`config.mk`:
```
export PLATFORM = sky130hd
export DESIGN_NAME = joy_db15_tx
export DESIGN_NICKNAME = d
export VERILOG_FILES = /design/src/rtl/joy_db15_tx.sv
export SDC_FILE = /design/constraint.sdc
export NUM_CORES = 1
export LEC_CHECK = 0
export ABC_CLOCK_PERIOD_IN_PS = 1400
export CORE_ASPECT_RATIO = 1.5
export CORE_UTILIZATION = 40
export CTS_CLUSTER_DIAMETER = 120
export CTS_CLUSTER_SIZE = 14
export DETAILED_ROUTE_END_ITERATION = 16
export PLACE_DENSITY = 0.75
export SYNTH_ARGS = -nofsm -noshare
export SYNTH_HDL_FRONTEND = slang
export SYNTH_SLANG_ARGS = --single-unit
```
`constraint.sdc`:
```
create_clock -name clk_sys -period 1.4 [get_ports clk_sys]
set_input_delay 0.28 -clock clk_sys [delete_from_list [all_inputs] [get_ports clk_sys]]
set_output_delay 0.28 -clock clk_sys [all_outputs]
set_load 0.02 [all_outputs]
```
`src/rtl/joy_db15_tx.sv`:
```
// joy_db15_tx: emulates the 74HC165 chain of a DB15 arcade joystick adapter.
// The reader drives JOY_LOAD (active-low load) and JOY_CLK (shift clock)
// asynchronously. This module answers with the two 12-bit player words as
// active-low bits on JOY_DATA. The order is joystick1[0..11], then
// joystick2[0..11].
// Optional build macro: JOY_DB15_TX_GLITCH_FILTER_EN adds a 3-sample
// stability filter behind each synchronizer. That filter adds 2 cycles of
// latency and rejects pulses of 2 cycles or less.
`timescale 1ns/1ps

module joy_db15_tx #(
   parameter logic        FILL_BIT    = 1'b1,
   parameter int unsigned SYNC_STAGES = 2
) (
   input  logic        clk_sys,
   input  logic        reset,
   input  logic [11:0] joystick1,
   input  logic [11:0] joystick2,
   input  logic        JOY_CLK,
   input  logic        JOY_LOAD,
   output logic        JOY_DATA,
   output logic [4:0]  bit_cnt,
   output logic        frame_done
);

   localparam logic [4:0] FRAME_BITS = 5'd24;

   logic [SYNC_STAGES-1:0] clk_sync;
   logic [SYNC_STAGES-1:0] load_sync;
   logic                   clk_lvl;
   logic                   load_lvl;
   logic                   clk_hist;
   logic                   load_hist;
   logic                   clk_rise;
   logic                   load_rise;
   logic                   armed;
   logic [23:0]            sreg;
   logic [23:0]            load_word;

   // Synchronizer chains for the reader's asynchronous strobes; idle high.
   always_ff @(posedge clk_sys or posedge reset) begin
      if (reset) begin
         clk_sync  <= '1;
         load_sync <= '1;
      end else begin
         clk_sync  <= {clk_sync[SYNC_STAGES-2:0], JOY_CLK};
         load_sync <= {load_sync[SYNC_STAGES-2:0], JOY_LOAD};
      end
   end

`ifdef JOY_DB15_TX_GLITCH_FILTER_EN
   logic [1:0] clk_taps;
   logic [1:0] load_taps;
   logic       clk_filt;
   logic       load_filt;

   // Sample history and held filtered level for each synchronized strobe.
   always_ff @(posedge clk_sys or posedge reset) begin
      if (reset) begin
         clk_taps  <= '1;
         load_taps <= '1;
         clk_filt  <= 1'b1;
         load_filt <= 1'b1;
      end else begin
         clk_taps  <= {clk_taps[0], clk_sync[SYNC_STAGES-1]};
         load_taps <= {load_taps[0], load_sync[SYNC_STAGES-1]};
         clk_filt  <= clk_lvl;
         load_filt <= load_lvl;
      end
   end

   // The level follows the input only once three consecutive samples agree.
   // The new level is used in the same cycle, so the filter costs 2 cycles.
   always_comb begin
      clk_lvl  = clk_filt;
      load_lvl = load_filt;
      if (clk_sync[SYNC_STAGES-1] == clk_taps[0] && clk_sync[SYNC_STAGES-1] == clk_taps[1])
         clk_lvl = clk_sync[SYNC_STAGES-1];
      if (load_sync[SYNC_STAGES-1] == load_taps[0] && load_sync[SYNC_STAGES-1] == load_taps[1])
         load_lvl = load_sync[SYNC_STAGES-1];
   end
`else
   // Unfiltered: the last synchronizer stage is the working level.
   always_comb begin
      clk_lvl  = clk_sync[SYNC_STAGES-1];
      load_lvl = load_sync[SYNC_STAGES-1];
   end
`endif

   // History flops for edge detection; idle high, so reset release never
   // looks like a rising edge.
   always_ff @(posedge clk_sys or posedge reset) begin
      if (reset) begin
         clk_hist  <= 1'b1;
         load_hist <= 1'b1;
      end else begin
         clk_hist  <= clk_lvl;
         load_hist <= load_lvl;
      end
   end

   // Rising-edge strobes and the active-low parallel word. Each player's
   // bit 0 sits at the top of its field, so it is shifted out first.
   always_comb begin
      clk_rise  = clk_lvl & ~clk_hist;
      load_rise = load_lvl & ~load_hist;
      load_word = '1;
      for (int unsigned i = 0; i < 12; i++) begin
         load_word[23-i] = ~joystick1[i];
         load_word[11-i] = ~joystick2[i];
      end
   end

   // Transparent load while LOAD is low. Otherwise shift on CLK rises.
   // frame_done fires once per load.
   always_ff @(posedge clk_sys or posedge reset) begin
      if (reset) begin
         sreg       <= '1;
         bit_cnt    <= '0;
         frame_done <= 1'b0;
         armed      <= 1'b0;
      end else begin
         frame_done <= 1'b0;
         if (!load_lvl) begin
            sreg    <= load_word;
            bit_cnt <= '0;
            armed   <= 1'b0;
         end else begin
            if (load_rise)
               armed <= 1'b1;
            if (clk_rise) begin
               sreg <= {sreg[22:0], FILL_BIT};
               if (bit_cnt != FRAME_BITS)
                  bit_cnt <= bit_cnt + 5'd1;
               if (armed && bit_cnt == FRAME_BITS - 5'd1) begin
                  frame_done <= 1'b1;
                  armed      <= 1'b0;
               end
            end
         end
      end
   end

   // Serial output comes straight from the register MSB.
   always_comb JOY_DATA = sreg[23];

endmodule
```
==> results of run 1 <==
## where the power goes
part	total (mW)	internal, mW	switching (mW)
sequential	1.30	1.24	0.0612
combinational	0.346	0.205	0.141
clock	0.700	0.353	0.346
total	2.35	1.80	0.548
## worst register-to-register path, cell delays in order, from the launching register on
cell,delay [ns]
dfrtp_1,0.40
ha_1,0.19
nand4b_1,0.19
nor3b_1,0.32
and3_1,0.19
## repair_timing
| item | 4_1_cts | 5_1_grt |
|---|---|---|
| hold buffers | 0 | 0 |
| setup buffers | 0 | 3 |
| pin swaps | 0 | 1 |
| endpoints found under the setup margin | 7 | 19 |
| gates resized for setup | 9 | 0 |
## sequential cells by signal (all words and copies together), names as in the netlist
name and count:
armed 1, sreg 24, bit_cnt 5, frame_done 1, clk_sync 2, load_hist 1
clk_hist 1, load_sync 2
## area by class of cell
cell class	count	share of cell area
clock buffer	8	0.0362
inverter	5	0.00847
multi-input combinational	74	0.293
sequential	37	0.435
tap	45	0.0254
timing repair buffer	44	0.202
## worst min-delay path by stage
| stage | start | to | slack [ns] |
|---|---|---|---|
| 2_1_floorplan | JOY_CLK | clk_sync[0] | 0.28 |
| 3_3_place_gp | load_sync[0] | load_sync[1] | 0.35 |
| 3_5_place_dp | clk_sync[0] | clk_sync[1] | 0.35 |
| 4_1_cts | load_sync[0] | load_sync[1] | 0.36 |
| 5_1_grt | clk_sync[0] | clk_sync[1] | 0.36 |
| 6_report | clk_sync[0] | clk_sync[1] | 0.36 |
## logic make-up after synthesis
logic type,after synthesis,synth area share
adder cells (fa/ha/maj),2,0.0147
multiplexers,50,0.295
flip-flops,37,0.567
buffers and inverters,12,0.0501
AO/OA/AOI/OAI,6,0.0214
AND/OR/NAND/NOR,16,0.0516
## stage by stage
step           hold WS [ns]  setup TNS (ns)
2_1_floorplan         0.284               0
3_3_place_gp          0.346               0
3_5_place_dp          0.351               0
4_1_cts               0.362               0
5_1_grt               0.363          -0.185
6_report              0.357               0
## layout by cell type, fill, tap and decap left out, drive strengths merged, types with 2 or more instances in the layout
cell type	synthesis	final
inv	5	5
ha	2	2
clkbuf	0	8
clkdlybuf4s50	0	27
buf	7	10
nor2	2	2
o21ai	2	2
dfrtp	7	7
nand2	7	7
dfstp	30	30
dlygate4sd2	0	6
mux2i	50	50
## layer usage
layer,GRT usage,up-vias,share of wire
met3,0.0407,7,0.043
met1,0.146,514,0.35
met2,0.281,26,0.59
li1,-,517,-
met4,0.0925,0,0.023
met5,0,-,0
==> run summary, run 1 <==
layout cells sized above 1 -> 0.280
placed cell count -> 202
Crit path required time -> 1.62 ns
GP Congestion -> 0.712
most area-hungry cell type in the Yosys netlist -> dfstp_2
Layout Cells excl Fill -> 213
Final Worst Setup Slack -> 0.0482 ns
starting DRC count in detailed routing -> 16
wire per inst -> 13.8 µm
via count -> 1,064
Buf/Inv on CP -> 0
pre-CTS WS -> 0.0184 ns
Crit. Startpoint -> bit_cnt[0]
P_leak -> 0.991 nW
vias in the first global route -> 1,127
RR Endpoint -> frame_done
CP max-delay cell -> dfrtp_1
Avg Synthesized Cell Area -> 13.8 µm²
Synth Instances -> 123
Tightest Pin Transition -> 0.277 ns
Worst setup EP type -> register
gr usage total -> 0.155
full die area -> 0.00451 mm²
Peak Freq -> 740 MHz
final count of negative-setup-slack endpoints -> 0
CTS tree -> yes
Routed Antenna Nets -> 0
Fin. Hold Viols -> 0
Die Y-Extent -> 81.8 µm
Synth-to-Final Area Change -> 30.4%
I/O pins -> 35
Yosys cell types -> 23
Post-synth top cells -> mux2i_1 (50), dfstp_2 (30), dfrtp_1 (7), nand2_1 (7), inv_1 (5)
Vias/cell -> 5.00
Worst path depth -> 4
classification of the worst setup path -> register to register
Pre-antenna DRT Iters -> 4
DR DRC count -> 0
CTS Sinks -> 37
Clock Tree Buf Depth -> 2
Max Slew Vio Count -> 0
Pwr Density -> 1060 mW/mm²
synth warn -> 0
Max-Cap Viols -> 0
Worst Path Arrival -> 1.57 ns
Top delay family on crit path -> simple AND/OR/NAND/NOR gates
hpwl dp -> 2240 µm
Yosys top cell area share -> 0.464
period utilisation layout -> 0.966
Yosys reg bits -> 37
Post-Syn Nets -> 153
total CTS buffers -> 5
overall power -> 2.35 mW
Hold Path Class -> register to register
final core occ -> 0.555
register area -> 963 µm²
CP Launch Type -> register
register area share after synthesis -> 0.567
first-pass GRT wire length -> 4850 µm
most frequent cell after synthesis -> mux2i_1
Worst Clk Skew -> 0.00238 ns
Top FF cell, synth -> dfstp_2
root buffer cell -> clkbuf_8
CP endpoint -> frame_done
hold path depth -> 0
Synth async-reset ratio -> 1.00
pin count of the biggest net entering global routing -> 21
total gr overflow -> 0
CP Max Fanout -> 4
Clock Pin Slew Worst Setup and Hold Paths -> 0.07 ns
post-synthesis instance area -> 0.00170 mm²
relative slew slack -> 0.815
Reg2Reg Depth -> 4
top cells by area, synth -> dfstp_2 (46%), mux2i_1 (29%), dfrtp_1 (10%), nand2_1 (1.5%), ha_1 (1.5%)
Core Area -> 0.00399 mm²
crit path cell chain -> ha_1 > nand4b_1 > nor3b_1 > and3_1
IO Port Bufs -> 34
FP Rows -> 28
Multi-input gate area -> 649 µm²
initial antenna violation count -> 0
nets -> 197
Max IR drop VDD -> 0.737 mV
Skew-Pair Late Insertion Delay -> 0.28 ns
final wirelength -> 2930 µm
Inserted Diodes -> 0
area post-placement -> 0.00212 mm²
Initial Util -> 0.425
unrepaired setup endpoints after global routing -> true
FF-to-FF setup slack -> 0.05 ns
worst r2r src -> bit_cnt[0]
Period minus WS final -> 1.35 ns
Final Cell Area -> 0.00221 mm²
htree depth -> 2
Post-synth EDFFs -> 0
status -> completed
Die Width -> 55.2 µm
CP max stage delay -> 0.40 ns
Layout fillers -> 365
No activity file was read; power rests on OpenSTA's default activity.
==> run 2, diff against run 1 <==
- CORE_ASPECT_RATIO: 1.5 -> 0.8
==> run 2 against run 1 <==
  * Combinational power grew 1%
  * Die area about the same
  * First-iteration DRC count up 140%
  * Non-clock buffer count down 4
  * Core utilization is 1.5 points higher
  * Global-route usage decreased by 0.48 points
  * Critical path depth unchanged
  * Flip-flop and latch count did not move
  * Largest cell class unchanged
  * Largest power group unchanged
==> run summary, run 2 (synthesis gave the netlist of run 1 again) <==
Inserted Diodes -> 0
CP max stage delay -> 0.55 ns
nets -> 193
crit path cell chain -> nor2b_4 > clkbuf_16 > mux2i_1 > mux2i_1
Largest register FFs -> 24
hold buffer count at cts -> 0
wire per inst -> 13.3 µm
Layout fillers -> 336
Synth-to-Final Area Change -> 31.8%
full die area -> 0.00451 mm²
Initial Util -> 0.432
Regs by FF count -> sreg (24), bit_cnt (5)
root buffer cell -> clkbuf_8
total CTS buffers -> 5
Tightest Pin Transition -> 0.250 ns
Final Cell Area -> 0.00224 mm²
Clock Pin Slew Worst Setup and Hold Paths -> 0.07 ns
M3 GR Usage -> 0.0607
WHS -> 0.336 ns
layout cells sized above 1 -> 0.274
vias in the first global route -> 1,060
CP Max Fanout -> 12
Hold Path Class -> input pin to asynchronous set/reset pin
most frequent cells in the layout -> mux2i_1 (50), dfstp_2 (30), clkdlybuf4s50_1 (27)
Top delay family on crit path -> flip-flops
Peak Freq -> 728 MHz
unrepaired setup endpoints after global routing -> true
Worst Clk Skew -> 0.00657 ns
Core Area -> 0.00393 mm²
Routed Antenna Nets -> 0
Fin. Hold Viols -> 0
classification of the worst setup path -> register to register
initial antenna violation count -> 0
Biggest register -> sreg
CP max-delay cell -> dfstp_2
IO Port Bufs -> 34
Pwr Density -> 1070 mW/mm²
Max IR drop VDD -> 0.593 mV
Buf/Inv on CP -> 1
pin count of the biggest net entering global routing -> 38
Period minus WS final -> 1.37 ns
Skew-Pair Late Insertion Delay -> 0.29 ns
via count -> 1,052
gr usage total -> 0.150
Die Y-Extent -> 60.3 µm
htree depth -> 2
Max-Cap Viols -> 0
met1 GRT Util -> 0.165
busiest grt layer -> met2
Pre-antenna DRT Iters -> 4
commonest non-fill, non-tap cell in the layout -> mux2i_1
starting DRC count in detailed routing -> 38
CP Launch Type -> register
relative slew slack -> 0.833
DR DRC count -> 0
Max Slew Vio Count -> 0
period utilisation layout -> 0.982
total gr overflow -> 0
CTS Sinks -> 37
CTS tree -> yes
final wirelength -> 2920 µm
final count of negative-setup-slack endpoints -> 0
Vias/cell -> 4.80
GP Congestion -> 0.751
Clock Tree Buf Depth -> 2
area post-placement -> 0.00212 mm²
FP Rows -> 20
most frequent CP cell -> mux2i_1
Die Width -> 74.8 µm
I/O pins -> 35
P_leak -> 0.986 nW
Worst Path Arrival -> 1.58 ns
Crit path required time -> 1.61 ns
hpwl dp -> 2030 µm
Worst setup EP type -> register
setup TNS -> 0 ns
met2 Use GR -> 0.256
first-pass GRT wire length -> 4730 µm
status -> completed
## run 2: changes by cell type in the layout (fill, tap and decap cells not counted), sizes merged
cell | before | now
buf | 10 | 5
clkbuf | 8 | 9
## run 2: layout make-up
class / instances / area (µm²) / area share
inverter: 5 / 18.8 / 0.00838
timing repair buffer: 40 / 447 / 0.200
tap: 55 / 68.8 / 0.0307
multi-input combinational: 74 / 649 / 0.290
clock buffer: 8 / 90.1 / 0.0402
sequential: 37 / 965 / 0.431
## run 2: layer usage
| layer | share of wire | wire length [µm] |
|---|---|---|
| met5 | 0 | 0 |
| met2 | 0.48 | 1410 |
| met4 | 0.016 | 46 |
| met1 | 0.44 | 1290 |
| met3 | 0.061 | 177 |
## run 2: worst paths after layout
check                             startpoint            to  slack, ns  cells past startpoint
worst max-delay path             clk_sync[1]       sreg[1]       0.03                      4
worst min-delay path                   reset    bit_cnt[1]       0.34                      3
worst max register to register   clk_sync[1]       sreg[1]       0.03                      4
worst min register to register  load_sync[0]  load_sync[1]       0.36                      0
max in group asynchronous              reset   clk_sync[1]       0.81                      3
min in group clk_sys            load_sync[0]  load_sync[1]       0.36                      0
## run 2: worst reg2reg max path: stages (launching register included)
cell and delay [ns]:
dfstp_2 0.55, nor2b_4 0.24, clkbuf_16 0.22, mux2i_1 0.19, mux2i_1 0.11
## run 2: stage by stage
| step | setup WS, ns | utilization | total power, mW | cells |
|---|---|---|---|---|
| after floorplan | 0.0483 | - | 1.52 | 123 |
| after global placement | 0.0214 | 0.540 | 1.65 | 209 |
| after detailed placement | 0.0112 | 0.540 | 1.67 | 209 |
| after CTS | 0.00703 | 0.561 | 2.44 | 217 |
| after global routing | -0.0581 | 0.570 | 2.53 | 219 |
| final | 0.0257 | 0.570 | 2.40 | 219 |
## run 2: repair_timing
| action | in CTS | in global routing |
|---|---|---|
| pin swaps | 0 | 1 |
| gates cloned | 0 | 1 |
| setup buffers | 0 | 1 |
| setup endpoints to repair | 7 | 23 |
| hold endpoints to repair | 0 | 0 |
| resized for setup | 9 | 1 |
## run 2: power breakdown
part,internal (mW),switching [mW]
logic,0.208,0.142
clock network,0.401,0.347
registers,1.24,0.0644
total,1.85,0.554
==> run 3, diff against run 2 <==
- ABC_CLOCK_PERIOD_IN_PS: 1400 -> 1620
- clock period: 1.4 -> 1.62 ns (I/O delays scaled with it)
==> run 3 against run 2 <==
  * Worst hold slack improved by 0.024 ns
  * Core utilization decreased by 0.54 points
  * Die area unchanged
  * Clock skew decreased by 0.00062 ns
  * Non-clock buffer count decreased by 2
  * Wire length decreased by 1.5%
  * Clock power increased by 16%
  * Flip-flop and latch count unchanged
  * Worst setup slack improved by 0.075 ns
  * Critical endpoint is now frame_done
  * Largest cell class unchanged
==> run summary, run 3 (synthesis gave the netlist of run 1 again) <==
Period minus WS final -> 1.52 ns
Die Y-Extent -> 60.3 µm
most frequent cells in the layout -> mux2i_1 (50), dfstp_2 (30), clkdlybuf4s50_1 (28)
total gr overflow -> 0
DR DRC count -> 0
Top delay family on crit path -> buffers and inverters
Max Slew Vio Count -> 0
CP Max Fanout -> 1
Worst Clk Skew -> 0.00594 ns
relative slew slack -> 0.820
I/O pins -> 35
crit path cell chain -> clkdlybuf4s50_1
Crit path required time -> 1.30 ns
FP Rows -> 20
Inserted Diodes -> 0
final wirelength -> 2880 µm
htree depth -> 2
Routed Antenna Nets -> 0
GP Congestion -> 0.736
vias in the first global route -> 1,069
first-pass GRT wire length -> 4830 µm
root buffer cell -> clkbuf_8
hpwl dp -> 2070 µm
Initial Util -> 0.432
overall power -> 2.28 mW
met2 WL -> 1350 µm
CP max stage delay -> 0.59 ns
nets -> 191
CTS tree -> yes
Max IR drop VDD -> 0.511 mV
setup TNS -> 0 ns
CP Launch Type -> register
starting DRC count in detailed routing -> 35
status -> completed
Layout fillers -> 342
Biggest register -> sreg
Synth-to-Final Area Change -> 30.6%
Clock Tree Buf Depth -> 2
Max-Cap Viols -> 0
Buf/Inv on CP -> 1
layout cells sized above 1 -> 0.265
gr usage total -> 0.152
pin count of the biggest net entering global routing -> 38
wire per inst -> 13.3 µm
Pre-antenna DRT Iters -> 4
Vias/cell -> 4.72
Die Width -> 74.8 µm
Fin. Hold Viols -> 0
Clock Pin Slew Worst Setup and Hold Paths -> 0.07 ns
Skew-Pair Late Insertion Delay -> 0.29 ns
Peak Freq -> 658 MHz
initial antenna violation count -> 0
via count -> 1,024
Worst Path Arrival -> 1.20 ns
Pwr Density -> 1030 mW/mm²
Largest register FFs -> 24
classification of the worst setup path -> register to output port
final count of negative-setup-slack endpoints -> 0
P_leak -> 0.978 nW
total CTS buffers -> 5
period utilisation layout -> 0.938
max layer used -> met4
commonest non-fill, non-tap cell in the layout -> mux2i_1
Hold Path Class -> register to register
Worst setup EP type -> output port
unrepaired setup endpoints after global routing -> false
IO Port Bufs -> 34
CTS Sinks -> 37
CP max-delay cell -> clkdlybuf4s50_1
Regs by FF count -> sreg (24), bit_cnt (5)
metal3 WL -> 128 µm
Tightest Pin Transition -> 0.270 ns
Core Area -> 0.00393 mm²
met1 wire length -> 1340 µm
full die area -> 0.00451 mm²
[run 3: per-layer routing]
| metal | up-vias | track usage |
|---|---|---|
| li1 | 503 | - |
| met4 | 0 | 0.0809 |
| met2 | 26 | 0.245 |
| met3 | 7 | 0.0523 |
| met1 | 488 | 0.181 |
| met5 | - | 0 |
[run 3: through the flow]
step | hold slack [ns] | worst slack, ns | cells | instance area, µm² | utilization
after floorplan | 0.328 | 0.268 | 123 | 1700 | -
after global placement | 0.347 | 0.198 | 209 | 2100 | 0.533
after detailed placement | 0.348 | 0.198 | 209 | 2100 | 0.533
after CTS | 0.362 | 0.0844 | 217 | 2220 | 0.564
after global routing | 0.366 | 0.0456 | 217 | 2220 | 0.564
final | 0.360 | 0.100 | 217 | 2220 | 0.564
[run 3: worst paths after layout]
check	slack (ns)	startpoint	depth (start not counted)	end
max in group asynchronous	0.99	reset	3	load_hist
worst max-delay path	0.10	frame_done	1	frame_done
worst min register to register	0.36	clk_sync[0]	0	clk_sync[1]
worst min-delay path	0.36	clk_sync[0]	0	clk_sync[1]
min in group asynchronous	0.38	reset	3	bit_cnt[2]
worst max register to register	0.24	clk_sync[1]	4	sreg[21]
[run 3: cell type report]
| class | instances | area [µm²] | area share |
|---|---|---|---|
| inverters | 5 | 18.8 | 0.00846 |
| multi-input cells | 74 | 649 | 0.293 |
| clock buffers | 6 | 93.8 | 0.0423 |
| clock inverters | 2 | 35.0 | 0.0158 |
| flip-flops and latches | 37 | 963 | 0.435 |
| well taps | 55 | 68.8 | 0.0310 |
| repair buffers | 38 | 388 | 0.175 |
[run 3: what timing repair did]
action | in CTS | in global routing
setup endpoints to repair | 6 | 0
setup buffers | 0 | 0
hold buffers | 0 | 0
resized for setup | 6 | 0
[run 3: report_power, final]
group	leakage, nW	switching, mW	internal (mW)
clock	0.0663	0.317	0.549
combinational	0.501	0.124	0.165
sequential	0.411	0.0493	1.07
